### src/rtl/memoria_voltas_pkg.sv
// Shared stopwatch definitions for the lap store: default BCD time width,
// default lap depth and the BCD zero constant.
package memoria_voltas_pkg;

   localparam int unsigned TIME_WIDTH = 16;
   localparam int unsigned LAP_DEPTH  = 8;
   localparam logic [TIME_WIDTH-1:0] BCD_ZERO = TIME_WIDTH'(0);

endpackage

### src/rtl/memoria_banco.sv
// DEPTH x DATA_WIDTH register file.
// It writes on the clock edge and reads without a clock (asynchronous read).
module memoria_banco #(
   parameter int unsigned DATA_WIDTH = 16,
   parameter int unsigned DEPTH      = 8,
   localparam int unsigned ADDR_WIDTH = $clog2(DEPTH)
) (
   input  logic                  clock,
   input  logic                  write_enable,
   input  logic [ADDR_WIDTH-1:0] write_addr,
   input  logic [DATA_WIDTH-1:0] write_data,
   input  logic [ADDR_WIDTH-1:0] read_addr,
   output logic [DATA_WIDTH-1:0] read_data
);

   logic [DATA_WIDTH-1:0] mem [DEPTH];

   always_ff @(posedge clock) begin
      if (write_enable) mem[write_addr] <= write_data;
   end

   assign read_data = mem[read_addr];

endmodule

### src/rtl/memoria_voltas.sv
// Circular lap-time store.
// Holds the write pointer and the entry count, and lets the display read any lap by relative index.
module memoria_voltas
   import memoria_voltas_pkg::*;
#(
   parameter int unsigned DATA_WIDTH = TIME_WIDTH,
   parameter int unsigned DEPTH      = LAP_DEPTH,
   parameter bit          OVERWRITE  = 1'b1,
   localparam int unsigned ADDR_WIDTH = $clog2(DEPTH)
) (
   input  logic                  clock,
   input  logic                  reset,
   input  logic                  write_enable,
   input  logic [DATA_WIDTH-1:0] data_in,
   input  logic                  clear,
   input  logic [ADDR_WIDTH-1:0] read_index,
   input  logic                  read_order,
   output logic [DATA_WIDTH-1:0] data_out,
   output logic                  read_valid,
   output logic [ADDR_WIDTH:0]   count,
   output logic                  full,
   output logic                  dropped
);

   logic [ADDR_WIDTH-1:0] wr_ptr;
   logic [ADDR_WIDTH:0]   count_q;
   logic                  dropped_q;
   logic                  accept;
   logic                  wipe;
   logic [ADDR_WIDTH-1:0] phys;
   logic [DATA_WIDTH-1:0] bank_data;

   assign full   = (count_q == (ADDR_WIDTH+1)'(DEPTH));
   assign wipe   = reset | clear;
   assign accept = write_enable & ~wipe & (~full | OVERWRITE);

   // Reset and clear both only rewind the pointer and count.
   // Stale array contents stay hidden because read_valid masks them.
   always_ff @(posedge clock) begin
      if (wipe) begin
         wr_ptr    <= '0;
         count_q   <= '0;
         dropped_q <= 1'b0;
      end else begin
         dropped_q <= write_enable & full & ~OVERWRITE;
         if (accept) begin
            wr_ptr <= wr_ptr + ADDR_WIDTH'(1);
            if (!full) count_q <= count_q + (ADDR_WIDTH+1)'(1);
         end
      end
   end

   // When count == DEPTH, its truncated low bits are zero.
   // The oldest lap then sits at wr_ptr itself.
   always_comb begin
      phys = wr_ptr - ADDR_WIDTH'(1) - read_index;
      if (read_order) phys = wr_ptr - count_q[ADDR_WIDTH-1:0] + read_index;
   end

   memoria_banco #(
      .DATA_WIDTH (DATA_WIDTH),
      .DEPTH      (DEPTH)
   ) u_banco (
      .clock        (clock),
      .write_enable (accept),
      .write_addr   (wr_ptr),
      .write_data   (data_in),
      .read_addr    (phys),
      .read_data    (bank_data)
   );

   assign read_valid = ({1'b0, read_index} < count_q);
   assign data_out   = read_valid ? bank_data : DATA_WIDTH'(BCD_ZERO);
   assign count      = count_q;
   assign dropped    = dropped_q;

endmodule

### config.mk
export PLATFORM = sky130hd
export DESIGN_NAME = memoria_voltas
export DESIGN_NICKNAME = d
export VERILOG_FILES = /design/src/rtl/memoria_voltas_pkg.sv /design/src/rtl/memoria_banco.sv /design/src/rtl/memoria_voltas.sv
export SDC_FILE = /design/constraint.sdc
export NUM_CORES = 1
export LEC_CHECK = 0
export CAP_MARGIN = 20
export CORE_MARGIN = 4
export CORE_UTILIZATION = 62
export DETAILED_ROUTE_END_ITERATION = 7
export HOLD_SLACK_MARGIN = 0.02
export PLACE_DENSITY = 0.85
export SLEW_MARGIN = 20
export SYNTH_ARGS = -nofsm -noshare
export SYNTH_HDL_FRONTEND = slang
export SYNTH_SLANG_ARGS = --single-unit
### constraint.sdc
create_clock -name clock -period 10.8 [get_ports clock]
set_input_delay 2.16 -clock clock [delete_from_list [all_inputs] [get_ports clock]]
set_output_delay 2.16 -clock clock [all_outputs]
set_load 0.005 [all_outputs]
==> metrics.txt, run 1 <==
clock slew at reported path FFs=60 ps; clock skew=7.32 ps; IO Pins=47; fin area=about 6800 um^2; Least-Margin Pin Slew=1180 ps; vias in the first global route=2963; Met1 Wirelength=4140 um; Cells after Synth=280; DRC viols=0; Routed Antenna Nets=0; fin cells=463; Setup CP Type=input pin to output port; I/O Buffers=45; total gr overflow=0; Hold Vio Cnt, Final=0; Total Wirelength=11200 um; final worst slack=~2900 ps; Detailed Route Iter0 Violations=151; Final #Nets=around 380; first-pass GRT wire length=16700 um; First-pass DRT Iterations=5; post-synthesis net count=315; status=finished, final reports clean; most frequent cells in the layout=edfxtp_1, clkdlybuf4s50_1, nor2_1, mux4_1, mux2i_1; Peak VDD IR=0.140 mV; pins over their slew limit=0; setup_tns=0 ps; final cycle utilization of the critical path=73.1%; CP max FO=10; H-tree lvl count=4; post-synth cell types=29; Layout area overhead=20.9%; RePlAce Congestion=0.751; Die Width=103 um; CP Capture Type=output port; # hold bufs at CTS=0; commonest non-fill, non-tap cell in the layout=edfxtp_1; Cell Pwr Density=183 nW/um^2; CTS Sinks=~140; Final setup viols=0; routed length on met3=around 740 um; crit path DAT=5730 ps; fmax=0.127 GHz; cts bufs inserted=17; core region area=8760 um^2; sequential area share after synthesis=71.2%; Root Buffer=clkbuf_8; Overall Global Routing Usage=between 20% and 30%; Syn Area/Cell=roughly 20 um^2; CP required=8640 ps; Routed WL per cell=~24 um; highest routing layer actually used=met4; Hold Path Class=register to register; Yosys reg bits=135; die height=103 um; Cell Area, Placed=6210 um^2; Ys Warns=0; startpoint types=input pin; Fillers=471; DP Wirelength=roughly 6300 um; Worst slew margin=roughly a fifth; Longest Clk Path Bufs=2; post-layout min period=7890 ps; Setup WS pre-CTS=2920 ps; # rows=34; clock latency on the worst-skew pair=about 500 ps; final core utilization=77.2%; via count=approximately 2.8k; number of max-cap violations=0; LEAKAGE=2.37 nW; met2 WL=6180 um; postcts setup bufs=0; die area=10600 um^2; Mapped Area=5590 um^2; Vias/cell=6.15; antenna violations before repair=0; largest net degree at the start of global routing=33; Starting Density=63.8%; CTS tree=yes; layout cells sized above 1=~14%; Antenna diodes=0; Cells after DPL=431; unrepaired setup endpoints after global routing=false; Post-CTS Resized=0
cells in the mapped netlist:
| library cell | n | area share [%] |
|---|---|---|
| edfxtp_1 | 128 | 69 |
| nor2_1 | 29 | 1.9 |
| mux4_1 | 27 | 13 |
| mux2i_1 | 18 | 3.2 |
| inv_1 | 12 | 0.81 |
| ha_1 | 8 | 1.8 |
| dfxtp_1 | 7 | 2.5 |
| nand2_1 | 6 | 0.40 |
| clkbuf_1 | 5 | 0.34 |
| mux4_2 | 5 | 2.0 |
| nand3_1 | 5 | 0.45 |
| buf_6 | 4 | 0.81 |
| fa_1 | 3 | 1.1 |
| xnor2_1 | 3 | 0.47 |
| xor2_1 | 3 | 0.47 |
| a21oi_1 | 2 | 0.18 |
| buf_2 | 2 | 0.18 |
| nor3_1 | 2 | 0.18 |
| a21boi_0 | 1 | 0.13 |
| buf_4 | 1 | 0.13 |
| conb_1 | 1 | 0.067 |
| mux2i_2 | 1 | 0.25 |
| nand2b_1 | 1 | 0.11 |
| nand4_1 | 1 | 0.11 |
| o21ai_0 | 1 | 0.089 |
| o21ai_1 | 1 | 0.089 |
| or2_2 | 1 | 0.11 |
| xnor2_2 | 1 | 0.29 |
| xnor3_1 | 1 | 0.40 |
state kept, by name (all words and copies together) (netlist names):
name         cells
u_banco.mem    128
count            4
wr_ptr           3
path summary, 6_finish.rpt:
kind / cells past startpoint / start / to / slack (ps)
worst min-delay path: 2 / count[1] / count[1] / 590
worst max register to register: 3 / wr_ptr[1] / u_banco.mem[2][4] / 8440
worst min register to register: 2 / count[1] / count[1] / 590
worst max-delay path: 11 / read_index[1] / data_out[5] / 2910
per-layer routing:
layer	vias to the layer above	global-route usage [%]
li1	1250	-
met4	0	6.57
met1	1457	27.1
met5	-	0
met3	14	7.17
met2	126	40.2
power by group:
group,switching (W),internal (W)
Combinational,0.0000595,0.0000679
Clock,0.000206,0.000324
Sequential,0.00000169,0.000576
worst max-delay path: stages:
cell,delay [ps]
clkdlybuf4s50_1,480
inv_1,90
fa_1,510
fa_1,460
xnor3_1,250
mux2i_2,90
xnor2_2,480
buf_4,360
mux2i_1,130
nor2_1,180
clkdlybuf4s50_1,540
metrics by stage:
stage | hold slack [ps] | total power [W]
4_1_cts | 589 | 0.00124
3_3_place_gp | 554 | 0.000711
2_1_floorplan | 524 | 0.000669
5_1_grt | 624 | 0.00127
6_report | 592 | 0.00123
3_5_place_dp | 569 | 0.000715
cell families after synthesis:
family,count (synthesis),synth area share (%)
buffers and inverters,24,2.26
multiplexers,51,18.2
XOR/XNOR,8,1.63
adder cells (fa/ha/maj),11,2.86
other,1,0.0670
AO/OA/AOI/OAI,5,0.492
AND/OR/NAND/NOR,45,3.31
flip-flops,135,71.2
layout make-up:
class / instances / area [um^2] / share of cell area (%)
Sequential cell: 135 / 3980 / 58.9
Clock buffer: 17 / 414 / 6.13
Inverter: 12 / 45.0 / 0.666
Clock inverter: 15 / 135 / 2.00
Multi-Input combinational cell: 121 / 1520 / 22.5
Tap cell: 108 / 135 / 2.00
Timing Repair Buffer: 55 / 526 / 7.77
No activity file was read; power rests on OpenSTA's default activity.
==> run 2: changes to the inputs <==
- CORE_UTILIZATION: 62 -> 57
- PLACE_DENSITY: 0.85 -> 0.79
- clock period: 10.8 -> 8.25 ns (I/O delays scaled with it)
==> run 2 against run 1 <==
  * Sequential power rose by 31%
  * Cell count up 4.8%
  * Combinational power rose by 30%
  * Die area rose by 8.1%
  * Worst hold slack worse by 5.1 ps
  * Register-to-register slack worse by 2200 ps
  * Via count down 2.6%
  * Power increased by 31%
  * Critical path depth is the same
  * Critical path type unchanged
  * Critical endpoint is now data_out[3]
  * Largest power group unchanged
  * Highest routed layer unchanged
==> metrics.txt, run 2 (synthesis results as in run 1) <==
cts bufs inserted=17; Pwr Total=roughly 0.0016 W; most used routing layer=met2; CP max FO=14; first-pass GRT wire length=15700 um; # hold bufs at CTS=0; final cycle utilization of the critical path=80.5%; Starting Density=59.4%; CP Capture Type=output port; number of max-cap violations=0; worst path cell trace=clkdlybuf4s50_1 > inv_1 > fa_1 > fa_1 > xnor3_1 > mux2i_2 > xnor2_2 > buf_4 > mux2i_1 > nor2_1 > clkdlybuf4s50_1; reg2reg start=wr_ptr[1]; met2 Track Usage GR=a little under a third; met3 Usage GRT=5.24%; unrepaired setup endpoints after global routing=false; crit path DAT=4990 ps; final worst slack=between 1500 and 2000 ps; DRC viols=0; Overall Global Routing Usage=19.1%; die height=107 um; Hold Startpoint=count[1]; # rows=35; pins over their slew limit=0; Vias/cell=5.72; post-layout min period=about 6600 ps; CTS Sinks=135; commonest non-fill, non-tap cell in the layout=edfxtp_1; layout cells sized above 1=15.4%; Least-Margin Pin Slew=813 ps; Largest register FFs=128; WHS Endpoint=count[1]; Final #Nets=around 380; Routed Antenna Nets=0; Die Width=107 um; Setup CP Type=input pin to output port; total gr overflow=0; Detailed Route Iter0 Violations=141; Layout area overhead=21.6%; I/O Buffers=45; Most flops, register=u_banco.mem; Hold Vio Cnt, Final=0; fmax=0.151 GHz; clock skew=around 11 ps; RePlAce Congestion=0.743; most frequent cells in the layout=edfxtp_1, clkdlybuf4s50_1, nor2_1, mux4_1, mux2i_1; H-tree lvl count=4; status=finished, final reports clean; Antenna diodes=0; LEAKAGE=roughly 2.4 nW; largest net degree at the start of global routing=33; worst hold stages=2; Hold Path Class=register to register; Slowest cell on crit path=fa_1; clock latency on the worst-skew pair=520 ps; Reg2Reg Depth=3; clock slew at reported path FFs=60 ps; Peak VDD IR=0.153 mV; reg2reg end=u_banco.mem[2][2]; Final setup viols=0; Routed WL per cell=20.8 um; worst reg2reg setup slack=about 6300 ps; via count=around 2.8k; DP Wirelength=6000 um; postcts setup bufs=0; antenna violations before repair=0; core region area=9420 um^2; vias in the first global route=2846; die area=between 10000 and 15000 um^2; Worst path max stage delay=520 ps; Longest Clk Path Bufs=2; CP required=roughly 6600 ps; routing usage on met1=24.4%; IO Pins=47; startpoint types=input pin; final core utilization=72.2%; Cell Pwr Density=approximately 240 nW/um^2; setup_tns=0 ps; First-pass DRT Iterations=4; Post-CTS Resized=0; Worst slew margin=45.6%; Setup WS pre-CTS=1640 ps; Total Wirelength=approximately 10000 um; Root Buffer=clkbuf_8; CTS tree=yes
==> run 2: cell types whose count changed in the layout (fill, tap and decap cells not counted), moves of 2 or more <==
cell	change
clkinv_2	-2
nor3_4	-2
inv_6	+5
nor3_2	+2
clkinvlp_4	+2
clkinv_1	-4
==> run 2: worst max path at each step <==
| stage | startpoint | end | slack [ps] | cells after the start |
|---|---|---|---|---|
| final | read_index[1] | data_out[3] | 1610 | 11 |
| after global routing | read_index[1] | data_out[3] | 1430 | 11 |
| after CTS | read_index[1] | data_out[3] | 1550 | 11 |
| after detailed placement | read_index[1] | data_out[5] | 1640 | 11 |
| after global placement | read_index[1] | data_out[5] | 1670 | 11 |
| after floorplan | read_index[1] | data_out[11] | 2800 | 9 |
==> run 2: stage by stage <==
step	hold slack [ps]	instances	cell area (um^2)
2_1_floorplan	524	280	5590
3_3_place_gp	563	453	6240
3_5_place_dp	574	453	6240
4_1_cts	582	485	6790
5_1_grt	618	485	6800
6_report	587	485	6800
==> run 2: cell type report <==
class	instances	area (um^2)
clock buffer	17	414
clock inverter	15	141
fill	545	2620
sequential	135	3980
tap	129	161
inverter	12	45.0
multi-input combinational	121	1520
timing repair buffer	56	533
==> run 2: power by group <==
group	switching (W)	leakage, nW	internal [W]	total [W]
combinational	0.0000757	0.909	0.0000890	0.000165
sequential	0.00000211	1.21	0.000754	0.000756
clock	0.000287	0.262	0.000405	0.000692
==> run 2: per-layer routing <==
metal  vias to the layer above  wire length (um)
met2                        80              5270
li1                       1255                 -
met4                         0               136
met1                      1423              4040
met3                        16               621
met5                         -                 0
==> run 2: worst max-delay path, delay by kind of cell <==
family / cells / cell delay [ps]
buffers and inverters: 4 / 1390
xor gates and xnor gates: 2 / 380
adders and majority gates: 2 / 990
muxes: 2 / 490
and+or+nand+nor: 1 / 60
==> run 3: changes to the inputs <==
- clock period: 8.25 -> 6.65 ns (I/O delays scaled with it)
==> run 3 against run 2 <==
  * Worst hold slack improved by 12 ps
  * Core utilization is 0.39 points higher
  * Clock skew is 5.4 ps lower
  * Critical path type unchanged
  * Wire length is 4.2% higher
  * Critical endpoint is now data_out[1]
  * Combinational power increased by 25%
  * Die area unchanged
  * Via count is 0.97% lower
  * Critical path depth unchanged
  * Sequential share of layout area decreased by 0.31 points
  * Worst setup slack worse by 1100 ps
==> metrics.txt, run 3 (synthesis results as in run 1) <==
RePlAce Congestion=between 0.7 and 0.8; # hold bufs at CTS=0; Antenna diodes=0; Total Wirelength=10500 um; Cells after DPL=between 400 and 500; WHS Endpoint=count[1]; First-pass DRT Iterations=4; CTS tree=yes; Pwr Total=~0.0021 W; Reg2Reg Depth=3; met2 WL=5430 um; via count=2747; antenna violations before repair=0; LEAKAGE=2.40 nW; Root Buffer=clkbuf_8; setup_tns=0 ps; routed length on met3=about 600 um; number of max-cap violations=0; Most flops, register=u_banco.mem; reg2reg end=u_banco.mem[6][4]; layout cells sized above 1=around 15%; commonest non-fill, non-tap cell in the layout=edfxtp_1; Cell Pwr Density=roughly 300 nW/um^2; Detailed Route Iter0 Violations=234; H-tree lvl count=4; Least-Margin Pin Slew=just over 1000 ps; DP Wirelength=6100 um; Overall Global Routing Usage=between 20% and 30%; worst hold stages=2; clock latency on the worst-skew pair=520 ps; Routed WL per cell=21.6 um; Final setup viols=0; unrepaired setup endpoints after global routing=false; worst reg2reg setup slack=4740 ps; final cycle utilization of the critical path=a little over 90%; startpoint types=input pin; core region area=between 9000 and 10000 um^2; Vias/cell=5.66; Post-CTS Resized=0; CP required=5320 ps; Fillers=approximately 550; multi-input logic area=between 1500 and 2000 um^2; most frequent cells in the layout=edfxtp_1, clkdlybuf4s50_1, nor2_1, mux4_1, mux2i_1; Starting Density=between 50% and 60%; CTS Sinks=around 140; worst path cell trace=clkdlybuf4s50_1 > inv_1 > fa_1 > fa_1 > xnor3_1 > mux2i_2 > xnor2_2 > buf_4 > mux2i_1 > nor2_1 > clkdlybuf4s50_1; Layout area overhead=22.2%; pins over their slew limit=0; clock skew=5.83 ps; CP max FO=7; vias in the first global route=about 2.9k; Hold Path Class=register to register; largest net degree at the start of global routing=33; Die Width=approximately 110 um; IO Pins=47; postcts setup bufs=0; WP buf/inv=4; Hold Vio Cnt, Final=0; register area=3980 um^2; CP Capture Type=output port; die height=between 100 and 150 um; # rows=35; Worst slew margin=32.3%; reg2reg start=wr_ptr[1]; fmax=0.161 GHz; Slowest cell on crit path=xnor2_2; crit path DAT=4860 ps; die area=between 10000 and 15000 um^2; DRC viols=0; Worst path max stage delay=around 540 ps; Final #Nets=379; Met1 Wirelength=4340 um; Routed Antenna Nets=0; fin cells=485; cts bufs inserted=17; I/O Buffers=45; post-layout min period=6190 ps; Setup CP Type=input pin to output port; Peak VDD IR=0.203 mV; Hold Startpoint=count[1]; status=finished, final reports clean; clock slew at reported path FFs=60 ps; highest routing layer actually used=met4; fin area=6840 um^2; Cell Area, Placed=6240 um^2; total gr overflow=0; Top delay family on crit path=buffers and inverters; Longest Clk Path Bufs=2; WHS=599 ps; Largest register FFs=128; first-pass GRT wire length=16800 um
-- run 3: cell types whose count changed in the layout (fill, tap and decap cells not counted) --
cell	before	now
inv_6	6	2
clkinvlp_4	4	3
a21oi_2	0	1
buf_4	11	12
a21oi_4	1	0
inv_8	1	0
bufinv_16	1	3
clkinv_2	1	0
clkinv_4	1	5
-- run 3: worst reg2reg max path, cell delays in order (launching register included) --
cell and delay [ps]:
dfxtp_1 520, nand2_1 120, nor2_1 620, buf_4 340
-- run 3: metal layers --
layer	vias to the layer above	global-route usage [%]
li1	1258	-
met1	1389	26.6
met2	92	33.2
met3	8	6.20
met4	0	6.58
met5	-	0
-- run 3: cell type report --
cell class | instances | share of cell area, %
sequential | 135 | 58.3
multi-input combinational | 121 | 22.1
timing repair buffer | 57 | 7.91
clock buffer | 17 | 6.06
clock inverter | 14 | 2.60
tap | 129 | 2.36
inverter | 12 | 0.659
-- run 3: how the worst max path moves through the flow --
| stage | start | slack [ps] | cells after the start | end |
|---|---|---|---|---|
| 3_3_place_gp | read_index[1] | 520 | 11 | data_out[4] |
| 4_1_cts | read_index[1] | 400 | 11 | data_out[6] |
| 3_5_place_dp | read_index[1] | 450 | 11 | data_out[4] |
| 6_report | read_index[1] | 460 | 11 | data_out[1] |
| 2_1_floorplan | read_index[1] | 1840 | 9 | data_out[11] |
| 5_1_grt | read_index[1] | 250 | 11 | data_out[5] |
-- run 3: power breakdown --
group	total, W	switching, W	internal (W)
clock network	0.000922	0.000351	0.000572
logic	0.000207	0.0000958	0.000111
registers	0.000937	0.00000239	0.000935
-- run 3: metrics by stage --
stage               utilization (%)  setup slack, ps
global route                   72.6              250
floorplan                         -             1840
global placement               66.3              520
finish                         72.6              456
detailed placement             66.3              452
CTS                            72.6              395
